File: config.mk
export PLATFORM = sky130hd
export DESIGN_NAME = lorenz_integrator_fx_flat
export DESIGN_NICKNAME = d
export VERILOG_FILES = /design/src/rtl/lorenz_integrator_fx_pkg.sv /design/src/rtl/lorenz_integrator_fx_if.sv /design/src/rtl/lorenz_integrator_fx_mul.sv /design/src/rtl/lorenz_integrator_fx.sv /design/src/flat_wrapper.sv
export SDC_FILE = /design/constraint.sdc
export NUM_CORES = 2
export LEC_CHECK = 0
export BUFFER_PORTS_ARGS = -buffer_cell sky130_fd_sc_hd__buf_2
export CAP_MARGIN = 20
export CORE_MARGIN = 2
export CORE_UTILIZATION = 40
export DETAILED_ROUTE_END_ITERATION = 10
export PLACE_DENSITY = 0.54
export SYNTH_ARGS = -nofsm -noshare
export SYNTH_HDL_FRONTEND = slang
export SYNTH_SLANG_ARGS = --single-unit
File: constraint.sdc
create_clock -name clk -period 30.6 [get_ports clk]
set_input_delay 3.06 -clock clk [delete_from_list [all_inputs] [get_ports clk]]
set_output_delay 3.06 -clock clk [all_outputs]
set_load 0.005 [all_outputs]
File: src/rtl/lorenz_integrator_fx_pkg.sv
// Shared types and helpers for the fixed-point Lorenz integrator.
//   state_t    : sequencer states
//   W/FRAC     : default data width and fractional bits
//   Q_ONE_DEF  : 1.0 in the default Q format
//   q_max/q_min: saturation limits for a given width
//   sat_add/sat_sub: widened add/subtract, clipped to a given width, with a saturation flag
// The helpers work on a 64-bit signed carrier, so widths up to 62 bits are supported.
package lorenz_integrator_fx_pkg;

   typedef enum logic [2:0] {
      ST_IDLE,
      ST_CALC,
      ST_UPD,
      ST_OUT,
      ST_DONE
   } state_t;

   localparam int W_DEF       = 32;
   localparam int FRAC_DEF    = 16;
   localparam int NSTEP_W_DEF = 16;

   localparam logic signed [W_DEF-1:0] Q_ONE_DEF = W_DEF'(1 << FRAC_DEF);

   typedef logic signed [63:0] wide_t;

   typedef struct packed {
      logic  sat;
      wide_t val;
   } sat_res_t;

   function automatic wide_t q_max(input int w);
      return (wide_t'(1) <<< (w - 1)) - wide_t'(1);
   endfunction

   function automatic wide_t q_min(input int w);
      return -(wide_t'(1) <<< (w - 1));
   endfunction

   function automatic sat_res_t sat_clip(input wide_t v, input int w);
      sat_res_t r;
      r.sat = 1'b0;
      r.val = v;
      if (v > q_max(w)) begin
         r.sat = 1'b1;
         r.val = q_max(w);
      end else if (v < q_min(w)) begin
         r.sat = 1'b1;
         r.val = q_min(w);
      end
      return r;
   endfunction

   function automatic sat_res_t sat_add(input wide_t a, input wide_t b, input int w);
      return sat_clip(a + b, w);
   endfunction

   function automatic sat_res_t sat_sub(input wide_t a, input wide_t b, input int w);
      return sat_clip(a - b, w);
   endfunction

endpackage

File: src/rtl/lorenz_integrator_fx_if.sv
// Output point stream of the Lorenz integrator (valid/ready).
//   out_valid : x/y/z/step_idx hold a new point
//   out_ready : downstream accepts the point
//   x, y, z   : current state, signed Q format
//   step_idx  : 1-based index of the point on the stream
// master = integrator side, slave = consumer side.
interface lorenz_integrator_fx_if #(
   parameter int W       = 32,
   parameter int NSTEP_W = 16
);
   logic                out_valid;
   logic                out_ready;
   logic signed [W-1:0] x;
   logic signed [W-1:0] y;
   logic signed [W-1:0] z;
   logic [NSTEP_W-1:0]  step_idx;

   modport master (
      output out_valid, x, y, z, step_idx,
      input  out_ready
   );

   modport slave (
      input  out_valid, x, y, z, step_idx,
      output out_ready
   );
endinterface

File: src/rtl/lorenz_integrator_fx_mul.sv
// Combinational signed W x W fixed-point multiply.
//   a, b : signed Q operands
//   p    : full product >>> FRAC (floor), saturated to W bits
//   sat  : high when p was clipped
module lorenz_integrator_fx_mul
   import lorenz_integrator_fx_pkg::*;
#(
   parameter int W    = W_DEF,
   parameter int FRAC = FRAC_DEF
) (
   input  logic signed [W-1:0] a,
   input  logic signed [W-1:0] b,
   output logic signed [W-1:0] p,
   output logic                sat
);

   logic signed [2*W-1:0] a_ext, b_ext, prod, shf;
   logic                  sat_hi, sat_lo;

   assign a_ext = {{W{a[W-1]}}, a};
   assign b_ext = {{W{b[W-1]}}, b};
   assign prod  = a_ext * b_ext;
   assign shf   = prod >>> FRAC;

   // The result fits in W bits only when bits [2W-1:W-1] are all sign copies.
   assign sat_hi = ~shf[2*W-1] &  (|shf[2*W-2:W-1]);
   assign sat_lo =  shf[2*W-1] & ~(&shf[2*W-2:W-1]);
   assign sat    = sat_hi | sat_lo;

   always_comb begin
      p = shf[W-1:0];
      if (sat_hi) p = {1'b0, {(W-1){1'b1}}};
      if (sat_lo) p = {1'b1, {(W-1){1'b0}}};
   end

endmodule

File: src/rtl/lorenz_integrator_fx.sv
// Forward-Euler fixed-point Lorenz integrator with one time-shared multiplier.
//   clk, reset_n             : clock, async active-low reset
//   start/abort/load_init    : run control
//   x0,y0,z0                 : initial state loaded on start when load_init=1
//   sigma,rho,beta,dt        : parameters, sampled on accepted start
//   num_steps                : points per run
//   busy, done, overflow     : status (done is a one-cycle pulse, overflow sticky per run)
//   pt                       : output point stream (valid/ready)
//
// state   | meaning
// IDLE    | waiting for start
// CALC    | one multiply per cycle, mcnt 0..6 (mcnt 7 = setup cycle after start)
// UPD     | commit x/y/z, advance step_idx
// OUT     | present point, wait for out_ready
// DONE    | one-cycle done pulse
module lorenz_integrator_fx
   import lorenz_integrator_fx_pkg::*;
#(
   parameter int                  W       = W_DEF,
   parameter int                  FRAC    = FRAC_DEF,
   parameter int                  NSTEP_W = NSTEP_W_DEF,
   parameter logic signed [W-1:0] INIT_X  = W'(Q_ONE_DEF),
   parameter logic signed [W-1:0] INIT_Y  = W'(Q_ONE_DEF),
   parameter logic signed [W-1:0] INIT_Z  = W'(Q_ONE_DEF)
) (
   input  logic                clk,
   input  logic                reset_n,
   input  logic                start,
   input  logic                abort,
   input  logic                load_init,
   input  logic signed [W-1:0] x0,
   input  logic signed [W-1:0] y0,
   input  logic signed [W-1:0] z0,
   input  logic signed [W-1:0] sigma,
   input  logic signed [W-1:0] rho,
   input  logic signed [W-1:0] beta,
   input  logic signed [W-1:0] dt,
   input  logic [NSTEP_W-1:0]  num_steps,
   output logic                busy,
   output logic                done,
   output logic                overflow,
   lorenz_integrator_fx_if.master pt
);

   state_t              state_q, state_d;
   logic [2:0]          mcnt_q, mcnt_d;
   logic signed [W-1:0] x_q, x_d, y_q, y_d, z_q, z_d;
   logic signed [W-1:0] sigma_q, sigma_d, rho_q, rho_d, beta_q, beta_d, dt_q, dt_d;
   logic signed [W-1:0] m0_q, m0_d, m1_q, m1_d, m2_q, m2_d, m3_q, m3_d;
   logic signed [W-1:0] m4_q, m4_d, m5_q, m5_d, m6_q, m6_d;
   logic [NSTEP_W-1:0]  nsteps_q, nsteps_d, step_idx_q, step_idx_d;
   logic                overflow_q, overflow_d;

   logic signed [W-1:0] sub_a, sub_b, mul_a, mul_b, mul_p;
   logic                mul_sat;
   sat_res_t            sub_r, add_x, add_y, add_z;

   // At most one subtraction feeds the multiplier per cycle, so it is shared too.
   always_comb begin
      sub_a = '0;
      sub_b = '0;
      case (mcnt_q)
         3'd0:    begin sub_a = y_q;   sub_b = x_q;  end
         3'd1:    begin sub_a = rho_q; sub_b = z_q;  end
         3'd5:    begin sub_a = m1_q;  sub_b = y_q;  end
         3'd6:    begin sub_a = m2_q;  sub_b = m3_q; end
         default: ;
      endcase
      sub_r = sat_sub(wide_t'(sub_a), wide_t'(sub_b), W);

      mul_a = '0;
      mul_b = '0;
      case (mcnt_q)
         3'd0:    begin mul_a = sigma_q; mul_b = sub_r.val[W-1:0]; end
         3'd1:    begin mul_a = x_q;     mul_b = sub_r.val[W-1:0]; end
         3'd2:    begin mul_a = x_q;     mul_b = y_q;              end
         3'd3:    begin mul_a = beta_q;  mul_b = z_q;              end
         3'd4:    begin mul_a = m0_q;    mul_b = dt_q;             end
         3'd5:    begin mul_a = sub_r.val[W-1:0]; mul_b = dt_q;    end
         3'd6:    begin mul_a = sub_r.val[W-1:0]; mul_b = dt_q;    end
         default: ;
      endcase
   end

   lorenz_integrator_fx_mul #(.W(W), .FRAC(FRAC)) u_mul (
      .a   (mul_a),
      .b   (mul_b),
      .p   (mul_p),
      .sat (mul_sat)
   );

   assign add_x = sat_add(wide_t'(x_q), wide_t'(m4_q), W);
   assign add_y = sat_add(wide_t'(y_q), wide_t'(m5_q), W);
   assign add_z = sat_add(wide_t'(z_q), wide_t'(m6_q), W);

   always_comb begin
      state_d    = state_q;
      mcnt_d     = mcnt_q;
      x_d        = x_q;
      y_d        = y_q;
      z_d        = z_q;
      sigma_d    = sigma_q;
      rho_d      = rho_q;
      beta_d     = beta_q;
      dt_d       = dt_q;
      nsteps_d   = nsteps_q;
      step_idx_d = step_idx_q;
      overflow_d = overflow_q;
      m0_d = m0_q; m1_d = m1_q; m2_d = m2_q; m3_d = m3_q;
      m4_d = m4_q; m5_d = m5_q; m6_d = m6_q;

      if (abort) begin
         state_d = ST_IDLE;
      end else begin
         case (state_q)
            ST_IDLE: begin
               if (start) begin
                  sigma_d    = sigma;
                  rho_d      = rho;
                  beta_d     = beta;
                  dt_d       = dt;
                  nsteps_d   = num_steps;
                  step_idx_d = '0;
                  overflow_d = 1'b0;
                  // 7 wraps to 0 on the next cycle: one setup cycle before the first multiply.
                  mcnt_d     = 3'd7;
                  if (load_init) begin
                     x_d = x0;
                     y_d = y0;
                     z_d = z0;
                  end
                  state_d = (num_steps == '0) ? ST_DONE : ST_CALC;
               end
            end
            ST_CALC: begin
               mcnt_d = mcnt_q + 3'd1;
               if (mcnt_q != 3'd7) begin
                  if (mul_sat || sub_r.sat) overflow_d = 1'b1;
               end
               case (mcnt_q)
                  3'd0:    m0_d = mul_p;
                  3'd1:    m1_d = mul_p;
                  3'd2:    m2_d = mul_p;
                  3'd3:    m3_d = mul_p;
                  3'd4:    m4_d = mul_p;
                  3'd5:    m5_d = mul_p;
                  3'd6:    m6_d = mul_p;
                  default: ;
               endcase
               if (mcnt_q == 3'd6) state_d = ST_UPD;
            end
            ST_UPD: begin
               x_d        = add_x.val[W-1:0];
               y_d        = add_y.val[W-1:0];
               z_d        = add_z.val[W-1:0];
               step_idx_d = step_idx_q + NSTEP_W'(1);
               if (add_x.sat || add_y.sat || add_z.sat) overflow_d = 1'b1;
               state_d    = ST_OUT;
            end
            ST_OUT: begin
               if (pt.out_ready) begin
                  if (step_idx_q < nsteps_q) begin
                     mcnt_d  = 3'd0;
                     state_d = ST_CALC;
                  end else begin
                     state_d = ST_DONE;
                  end
               end
            end
            ST_DONE: state_d = ST_IDLE;
            default: state_d = ST_IDLE;
         endcase
      end
   end

   always_ff @(posedge clk or negedge reset_n) begin
      if (!reset_n) begin
         state_q    <= ST_IDLE;
         mcnt_q     <= '0;
         x_q        <= INIT_X;
         y_q        <= INIT_Y;
         z_q        <= INIT_Z;
         sigma_q    <= '0;
         rho_q      <= '0;
         beta_q     <= '0;
         dt_q       <= '0;
         nsteps_q   <= '0;
         step_idx_q <= '0;
         overflow_q <= 1'b0;
         m0_q <= '0; m1_q <= '0; m2_q <= '0; m3_q <= '0;
         m4_q <= '0; m5_q <= '0; m6_q <= '0;
      end else begin
         state_q    <= state_d;
         mcnt_q     <= mcnt_d;
         x_q        <= x_d;
         y_q        <= y_d;
         z_q        <= z_d;
         sigma_q    <= sigma_d;
         rho_q      <= rho_d;
         beta_q     <= beta_d;
         dt_q       <= dt_d;
         nsteps_q   <= nsteps_d;
         step_idx_q <= step_idx_d;
         overflow_q <= overflow_d;
         m0_q <= m0_d; m1_q <= m1_d; m2_q <= m2_d; m3_q <= m3_d;
         m4_q <= m4_d; m5_q <= m5_d; m6_q <= m6_d;
      end
   end

   assign busy         = (state_q == ST_CALC) || (state_q == ST_UPD) || (state_q == ST_OUT);
   assign done         = (state_q == ST_DONE);
   assign overflow     = overflow_q;
   assign pt.out_valid = (state_q == ST_OUT);
   assign pt.x         = x_q;
   assign pt.y         = y_q;
   assign pt.z         = z_q;
   assign pt.step_idx  = step_idx_q;

endmodule

File: src/flat_wrapper.sv
// flat-port wrapper written by rule: the top's interface ports become plain ports
module lorenz_integrator_fx_flat import lorenz_integrator_fx_pkg::*;
#(
   parameter int                  W       = W_DEF,
   parameter int                  FRAC    = FRAC_DEF,
   parameter int                  NSTEP_W = NSTEP_W_DEF,
   parameter logic signed [W-1:0] INIT_X  = W'(Q_ONE_DEF),
   parameter logic signed [W-1:0] INIT_Y  = W'(Q_ONE_DEF),
   parameter logic signed [W-1:0] INIT_Z  = W'(Q_ONE_DEF)
)
  (clk, reset_n, start, abort, load_init, x0, y0, z0, sigma, rho, beta, dt, num_steps, busy, done, overflow, pt_out_valid, pt_x, pt_y, pt_z, pt_step_idx, pt_out_ready);
  lorenz_integrator_fx_if #(.W(W), .NSTEP_W(NSTEP_W)) pt_i ();
  input  logic clk;
  input  logic reset_n;
  input  logic start;
  input  logic abort;
  input  logic load_init;
  input  logic signed [W-1:0] x0;
  input  logic signed [W-1:0] y0;
  input  logic signed [W-1:0] z0;
  input  logic signed [W-1:0] sigma;
  input  logic signed [W-1:0] rho;
  input  logic signed [W-1:0] beta;
  input  logic signed [W-1:0] dt;
  input  logic [NSTEP_W-1:0] num_steps;
  output logic busy;
  output logic done;
  output logic overflow;
  output wire logic [$bits(pt_i.out_valid)-1:0] pt_out_valid;
  output wire logic [$bits(pt_i.x)-1:0] pt_x;
  output wire logic [$bits(pt_i.y)-1:0] pt_y;
  output wire logic [$bits(pt_i.z)-1:0] pt_z;
  output wire logic [$bits(pt_i.step_idx)-1:0] pt_step_idx;
  input wire logic [$bits(pt_i.out_ready)-1:0] pt_out_ready;
  assign pt_out_valid = pt_i.out_valid;
  assign pt_x = pt_i.x;
  assign pt_y = pt_i.y;
  assign pt_z = pt_i.z;
  assign pt_step_idx = pt_i.step_idx;
  assign pt_i.out_ready = pt_out_ready;
  lorenz_integrator_fx #(.W(W), .FRAC(FRAC), .NSTEP_W(NSTEP_W), .INIT_X(INIT_X), .INIT_Y(INIT_Y), .INIT_Z(INIT_Z)) u_core (.clk(clk), .reset_n(reset_n), .start(start), .abort(abort), .load_init(load_init), .x0(x0), .y0(y0), .z0(z0), .sigma(sigma), .rho(rho), .beta(beta), .dt(dt), .num_steps(num_steps), .busy(busy), .done(done), .overflow(overflow), .pt(pt_i));
endmodule
* Word level (Yosys, flattened, before mapping)
Cells that the tools add are included. W data, S select, Z words.
Storage, ports and cells: register bits 487, latch bits 0, bits in writable memories 0, bits in read-only memories 0, output and inout bits 116, logic and storage cells 133, memories kept 0
Cells by class: add/sub/neg operators 6, multiply operators 1, divide/modulo/power cells 0, $lt $le $gt $ge 9, eq/ne operators 21, shift operators 0, mux-type cells 41, bitwise operators 6, reduce and logical (&&, ||, !) cells 30
Operators with widths (count):
- $mux W65 | 8
- $pmux W32 S4 | 3
- $gt A64 B32 Y1 const B | 4
- $lt A64 B32 Y1 const B | 4
- $mux W32 | 8
- $pmux W32 S2 | 3
- $pmux W32 S5 | 1
- $add A32 B32 Y33 | 3
- $mul A32 B32 Y64 | 1
- $sub A32 B32 Y33 | 1
- $pmux W16 S2 | 1
- $reduce_and A3 Y1 | 10
- $mux W3 | 9
- $reduce_and A17 Y1 | 1
- $reduce_or A17 Y1 | 1
- $add A16 B1 Y16 const B | 1
- $logic_not A16 Y1 | 1
- $lt A16 B16 Y1 | 1
- $mux W16 | 1
- $eq A3 B2 Y1 const B | 4
- $eq A3 B3 Y1 const B | 4
- $pmux W3 S4 | 1
- $ne A2 B1 Y1 const B | 5
- $pmux W3 S3 | 1
- other kinds (19) | 37

* Longest topological paths before layout
word-level depth 16, mapped depth 61, mapped depth without buffers 54

* Modules after synthesis
From an unflattened synthesis, not the netlist that was laid out.
Unflattened totals: cell total of the unflattened synthesis 6981, area total of the unflattened synthesis 66927.9 um^2
Modules (own cells, without submodules):
- lorenz_integrator_fx_mul | instances 1, cells an instance 3974, area an instance 36643.9 um^2, seq. area each 0.0 um^2
- lorenz_integrator_fx | instances 1, cells an instance 3007, area an instance 30284.0 um^2, seq. area each 12190.4 um^2

* Least setup slack after synthesis
OpenSTA, ideal clock, no wires.
path type register to register, start register u_core.mcnt_q[1], end register u_core.m0_q[11], setup time 0.130 ns, data arrival time 13.620 ns, required time 30.470 ns, path slack 16.850 ns, stages on the path, launching flop included 59, buffers on the path 9, path through dfrtp_1 inv_1 ha_1 buf_1 nor2b_1 clkbuf_1 clkbuf_1 a22o_1 a21oi_1 o21ai_0 ha_1 inv_1 fa_1 a211oi_1 o21bai_1 o21ai_0 o211ai_1 o211ai_1 [23 not listed] a21o_1 a21o_1 a21oi_1 o21a_1 o21ai_0 a221oi_1 o21ai_0 a21boi_0 o21ai_0 a221o_1 or3_1 a211oi_1 nand4b_1 o41a_1 buf_2 buf_6 o22ai_2 o21ai_1
On the way: cells in the longest elaborated chain, start to end 12, elaborated cells on any way between the ends 30, classes of those cells 1 x add/sub; 1 x mul; 2 x order compare; 6 x eq/ne; 8 x mux; 4 x bitwise; 8 x reduce/logical
Ends and longest elaborated chain:
- start, declared | line lorenz_integrator_fx.sv:46 | logic [2:0] mcnt_q, mcnt_d;
- start signal, assigned | line lorenz_integrator_fx.sv:194 | mcnt_q <= mcnt_d;
- $eq A3 B3 Y1 (tied with other cells) | line lorenz_integrator_fx.sv:62, lorenz_integrator_fx.sv:73
- $pmux W32 S4 | line lorenz_integrator_fx.sv:62 | case (mcnt_q)
- $sub A32 B32 Y33 | line lorenz_integrator_fx_pkg.sv:58 | return sat_clip(a - b, w);
- $lt A64 B32 Y1 | line lorenz_integrator_fx_pkg.sv:46 | end else if (v < q_min(w)) begin
- $mux W65 | line lorenz_integrator_fx_pkg.sv:46
- $mux W65 | line lorenz_integrator_fx_pkg.sv:43 | if (v > q_max(w)) begin
- $pmux W32 S5 / $pmux W32 S4 (equally long branches) | line lorenz_integrator_fx.sv:73 | case (mcnt_q)
- $mul A32 B32 Y64 | line lorenz_integrator_fx_mul.sv:22 | assign prod = a_ext * b_ext;
- $reduce_or A17 Y1 (tied with other cells) | line lorenz_integrator_fx_mul.sv:26 | assign sat_hi = ~shf[2*W-1] & (|shf[2*W-2:W-1]);
- $and A1 B1 Y1 / $not A1 Y1 (equally long branches) | line lorenz_integrator_fx_mul.sv:26, lorenz_integrator_fx_mul.sv:27
- $mux W32 / $and A1 B1 Y1 (equally long branches) | line lorenz_integrator_fx_mul.sv:32, lorenz_integrator_fx_mul.sv:27
- $mux W32 | line lorenz_integrator_fx_mul.sv:33 | if (sat_lo) p = {1'b1, {(W-1){1'b0}}};
- end signal, assigned | line lorenz_integrator_fx.sv:205 | m0_q <= m0_d; m1_q <= m1_d; m2_q <= m2_d; m3_q <= m3_d;
- end, declared | line lorenz_integrator_fx.sv:49 | logic signed [W-1:0] m0_q, m0_d, m1_q, m1_d, m2_q, m2_d, m3_q, m3_d;
Parallel ways exist; a longest one is shown, timed or not. A chain may end at the register's enable or synchronous reset.

* Worst setup path in the final report
start register u_core.mcnt_q[1], end register u_core.m2_q[3]
On the way: cells in the longest elaborated chain, start to end 12, elaborated cells on any way between the ends 30, classes of those cells 1 x add/sub; 1 x mul; 2 x order compare; 6 x eq/ne; 8 x mux; 4 x bitwise; 8 x reduce/logical
Ends and longest elaborated chain (line):
- $eq A3 B3 Y1 (tied with other cells) | lorenz_integrator_fx.sv:62, lorenz_integrator_fx.sv:73
- $pmux W32 S4 | lorenz_integrator_fx.sv:62
- $sub A32 B32 Y33 | lorenz_integrator_fx_pkg.sv:58
- $lt A64 B32 Y1 | lorenz_integrator_fx_pkg.sv:46
- $mux W65 | lorenz_integrator_fx_pkg.sv:46
- $mux W65 | lorenz_integrator_fx_pkg.sv:43
- $pmux W32 S5 / $pmux W32 S4 (equally long branches) | lorenz_integrator_fx.sv:73
- $mul A32 B32 Y64 | lorenz_integrator_fx_mul.sv:22
- $reduce_or A17 Y1 (tied with other cells) | lorenz_integrator_fx_mul.sv:26
- $and A1 B1 Y1 / $not A1 Y1 (equally long branches) | lorenz_integrator_fx_mul.sv:26, lorenz_integrator_fx_mul.sv:27
- $mux W32 / $and A1 B1 Y1 (equally long branches) | lorenz_integrator_fx_mul.sv:32, lorenz_integrator_fx_mul.sv:27
- $mux W32 | lorenz_integrator_fx_mul.sv:33
- end signal, assigned | lorenz_integrator_fx.sv:205
- end, declared | lorenz_integrator_fx.sv:49
Parallel ways exist; a longest one is shown, timed or not.

==> impl_metrics.yaml <==
synthesis:
  ys_seq_area_share_pct: 18.22
  synth_edf_count: 0
  synth_area_per_cell_um2: 8.530
  ys.flop_type: "dfrtp_1"
  yosysTopAreaCell: "fa_1"
  yosysTopAreaCellShare_pct: 32.49
  syn_area_mm2: 0.06691
  synth_cells: 7844
  syn-num-nets: 9506
  ys_seq_elements: 487
  synthArstFlopShare_pct: 100.0
  synth.distinct_cells: 91
  ys.warnings.count: 0
  yosys-top-cells-area: "fa_1, dfrtp_1, nand2_1, inv_1, ha_1"
grt:
  grt_pass1_vias: 58984
  antenna_found_initial: 22
  overflow: 0
  grt_max_degree: 115
  grtUsageTotal_pct: 33.64
  grt_pass1_wl_mm: 416.4
detailed_routing:
  route.detailed.drc: 0
  drtAntennaViolNets: 0
  detail_route.first_pass.iterations: 10
  avgViaCountPerCell: 5.737
  routed-via-count: 58733
  drt-initial-drc-count: 6578
  routed_wl_mm: 285.4
  wl_per_cell_um: 27.88
sta:
  fin_crit_sh_pct: 59.62
  rsz0062_at_grt: "no"
  fin_skew_ps: 33.47
  max_freq_ghz: 0.05481
  timing.hold.ws_ps: 475.8
  relSlewSlack_pct: 11.58
  finalWorstSetupSlack_ps: 12360
  fin_tns_setup_ps: 0
  setup_violations: 0
  period_needed_ps: 18240
  hold_violations: 0
  worst_pin_slew_ps: 1326
  final_max_slew_viol_count: 0
place:
  place_ws_ps: 12100
  place_congestion: 0.9955
  hpwl_mm: 226.4
  place.port_buffers: 361
floorplanning:
  die_width_um: 413.0
  die-area_mm2: 0.1706
  io_pins: 362
  die_h_um: 413.0
  start_util_pct: 40.15
  row_count: 150
  core_region_area_mm2: 0.1667
worst_setup_path:
  critPathMostFrequentCell: "fa_1"
  crit_slowest_cell: "o2111a_1"
  cp_max_fo: 65
  startpoint_type: "flip-flop"
  worstRegToRegCells: 55
  path_class: "flip-flop to flip-flop"
  crit_required_ps: 31080
  critPathMaxStageDelay_ps: 970
  r2r_setup_slack_ps: 12360
  cp.arrival_ps: 18720
  cp-end-kind: "flip-flop"
finish:
  syn2layout_area_growth_pct: 9.531
  final_cell_mix: "nand2_1, inv_1, fa_1, nor2_1, dfrtp_1"
  layout_commonest_cell: "nand2_1"
  drive_gt1_share_pct: 9.783
  nets: 9644
clocking:
  cts_tree: "yes"
  cts.clk_slew.worst_paths_ps: 60
  postCtsSetupRepairBufs: 0
  cts_resized: 0
  clkSinkCount: 487
  cts_root_buf: "clkbuf_16"
  clock_path_buffers: 3
  clk-insertion-delay-late_ps: 650
  ctsHtreeMaxLevel: 2
  cts_buffers: 53
  cts.hold.buffers_added: 0
status:
  status: "finished, final reports clean"
job:
  cap_violations: 0
min_path:
  holdPathStages: 2
  hold_class: "flip-flop to flip-flop"
==> Yosys cell counts (30+ instances only) <==
| library cell | number |
|---|---|
| a211oi_1 | 30 |
| a21o_1 | 118 |
| a21oi_1 | 391 |
| a222oi_1 | 32 |
| a22o_1 | 35 |
| a22oi_1 | 35 |
| a31oi_1 | 47 |
| and2_1 | 39 |
| clkbuf_1 | 404 |
| dfrtp_1 | 484 |
| fa_1 | 1086 |
| ha_1 | 330 |
| inv_1 | 1228 |
| mux2_2 | 34 |
| nand2_1 | 1523 |
| nand2b_1 | 32 |
| nand3_1 | 56 |
| nand4_1 | 44 |
| nor2_1 | 659 |
| nor3_1 | 66 |
| o2111ai_1 | 31 |
| o211ai_1 | 34 |
| o21a_1 | 41 |
| o21ai_0 | 254 |
| o21ai_1 | 32 |
| o21bai_1 | 49 |
| o31ai_1 | 196 |
| xnor2_1 | 112 |
| xor2_1 | 68 |
==> sequential cells by signal, summed over array words and instances (netlist names), 16 cells and up <==
name / count
u_core.beta_q: 32
u_core.dt_q: 32
u_core.m0_q: 32
u_core.m1_q: 32
u_core.m2_q: 32
u_core.m3_q: 32
u_core.m4_q: 32
u_core.m5_q: 32
u_core.m6_q: 32
u_core.nsteps_q: 16
u_core.pt.step_idx: 16
u_core.pt.x: 32
u_core.pt.y: 32
u_core.pt.z: 32
u_core.rho_q: 32
u_core.sigma_q: 32
==> routing by layer <==
layer	part of all wire, %	up-vias	GRT usage [%]
li1	-	25326	-
met1	43	30143	48.12
met2	44	2746	50.52
met3	9.0	512	6.470
met4	4.4	6	12.28
met5	0.035	-	0.2826
==> cells by family after synthesis <==
family / after synthesis / share of synthesized area (%)
simple gates: 2569 / 15.91
flops: 487 / 18.22
buf+inv: 1677 / 9.484
xor+xnor: 180 / 2.356
mux: 37 / 0.6171
fa+ha+maj: 1440 / 39.02
compound gates: 1454 / 14.39
==> final timing paths <==
check | from | to
worst max-delay path | u_core.mcnt_q[1]$_DFFE_PN0P_ | u_core.m2_q[3]$_DFFE_PN0P_
worst min-delay path | u_core.m0_q[29]$_DFFE_PN0P_ | u_core.m0_q[29]$_DFFE_PN0P_
worst max register to register | u_core.mcnt_q[1]$_DFFE_PN0P_ | u_core.m2_q[3]$_DFFE_PN0P_
worst min register to register | u_core.m0_q[29]$_DFFE_PN0P_ | u_core.m0_q[29]$_DFFE_PN0P_
max in group asynchronous | reset_n | u_core.beta_q[11]$_DFFE_PN0P_
min in group asynchronous | reset_n | u_core.pt.x[30]$_DFFE_PN0P_
==> cell type report <==
class / count / area, µm²
Sequential cell: 487 / 12190
Tap cell: 2204 / 2758
Fill cell: 16730 / 93370
Clock buffer: 71 / 1524
Inverter: 1229 / 4613
Timing Repair Buffer: 531 / 3166
Multi-Input combinational cell: 5680 / 48700
Antenna cell: 10 / 25.02
Clock inverter: 26 / 307.8
==> worst max-delay path, delay by kind of cell, from the launching register on <==
family / cells / cell delay [ps]
compound gates: 23 / 6680
fa+ha+maj: 12 / 5380
buf+inv: 12 / 3260
simple gates: 8 / 2040
flops: 1 / 470
==> metrics by stage <==
step | instances | utilization (%) | cell area, µm²
after detailed placement | 10124 | 42.79 | 71310
after CTS | 10221 | 43.88 | 73140
after global placement | 10124 | 42.79 | 71310
final | 10238 | 43.97 | 73290
after global routing | 10235 | 43.97 | 73280
after floorplan | 7844 | - | 66910
Power is left out: the tool's default activity adds up to more than one toggle a clock period on the data nets, which glitch-free logic cannot reach.
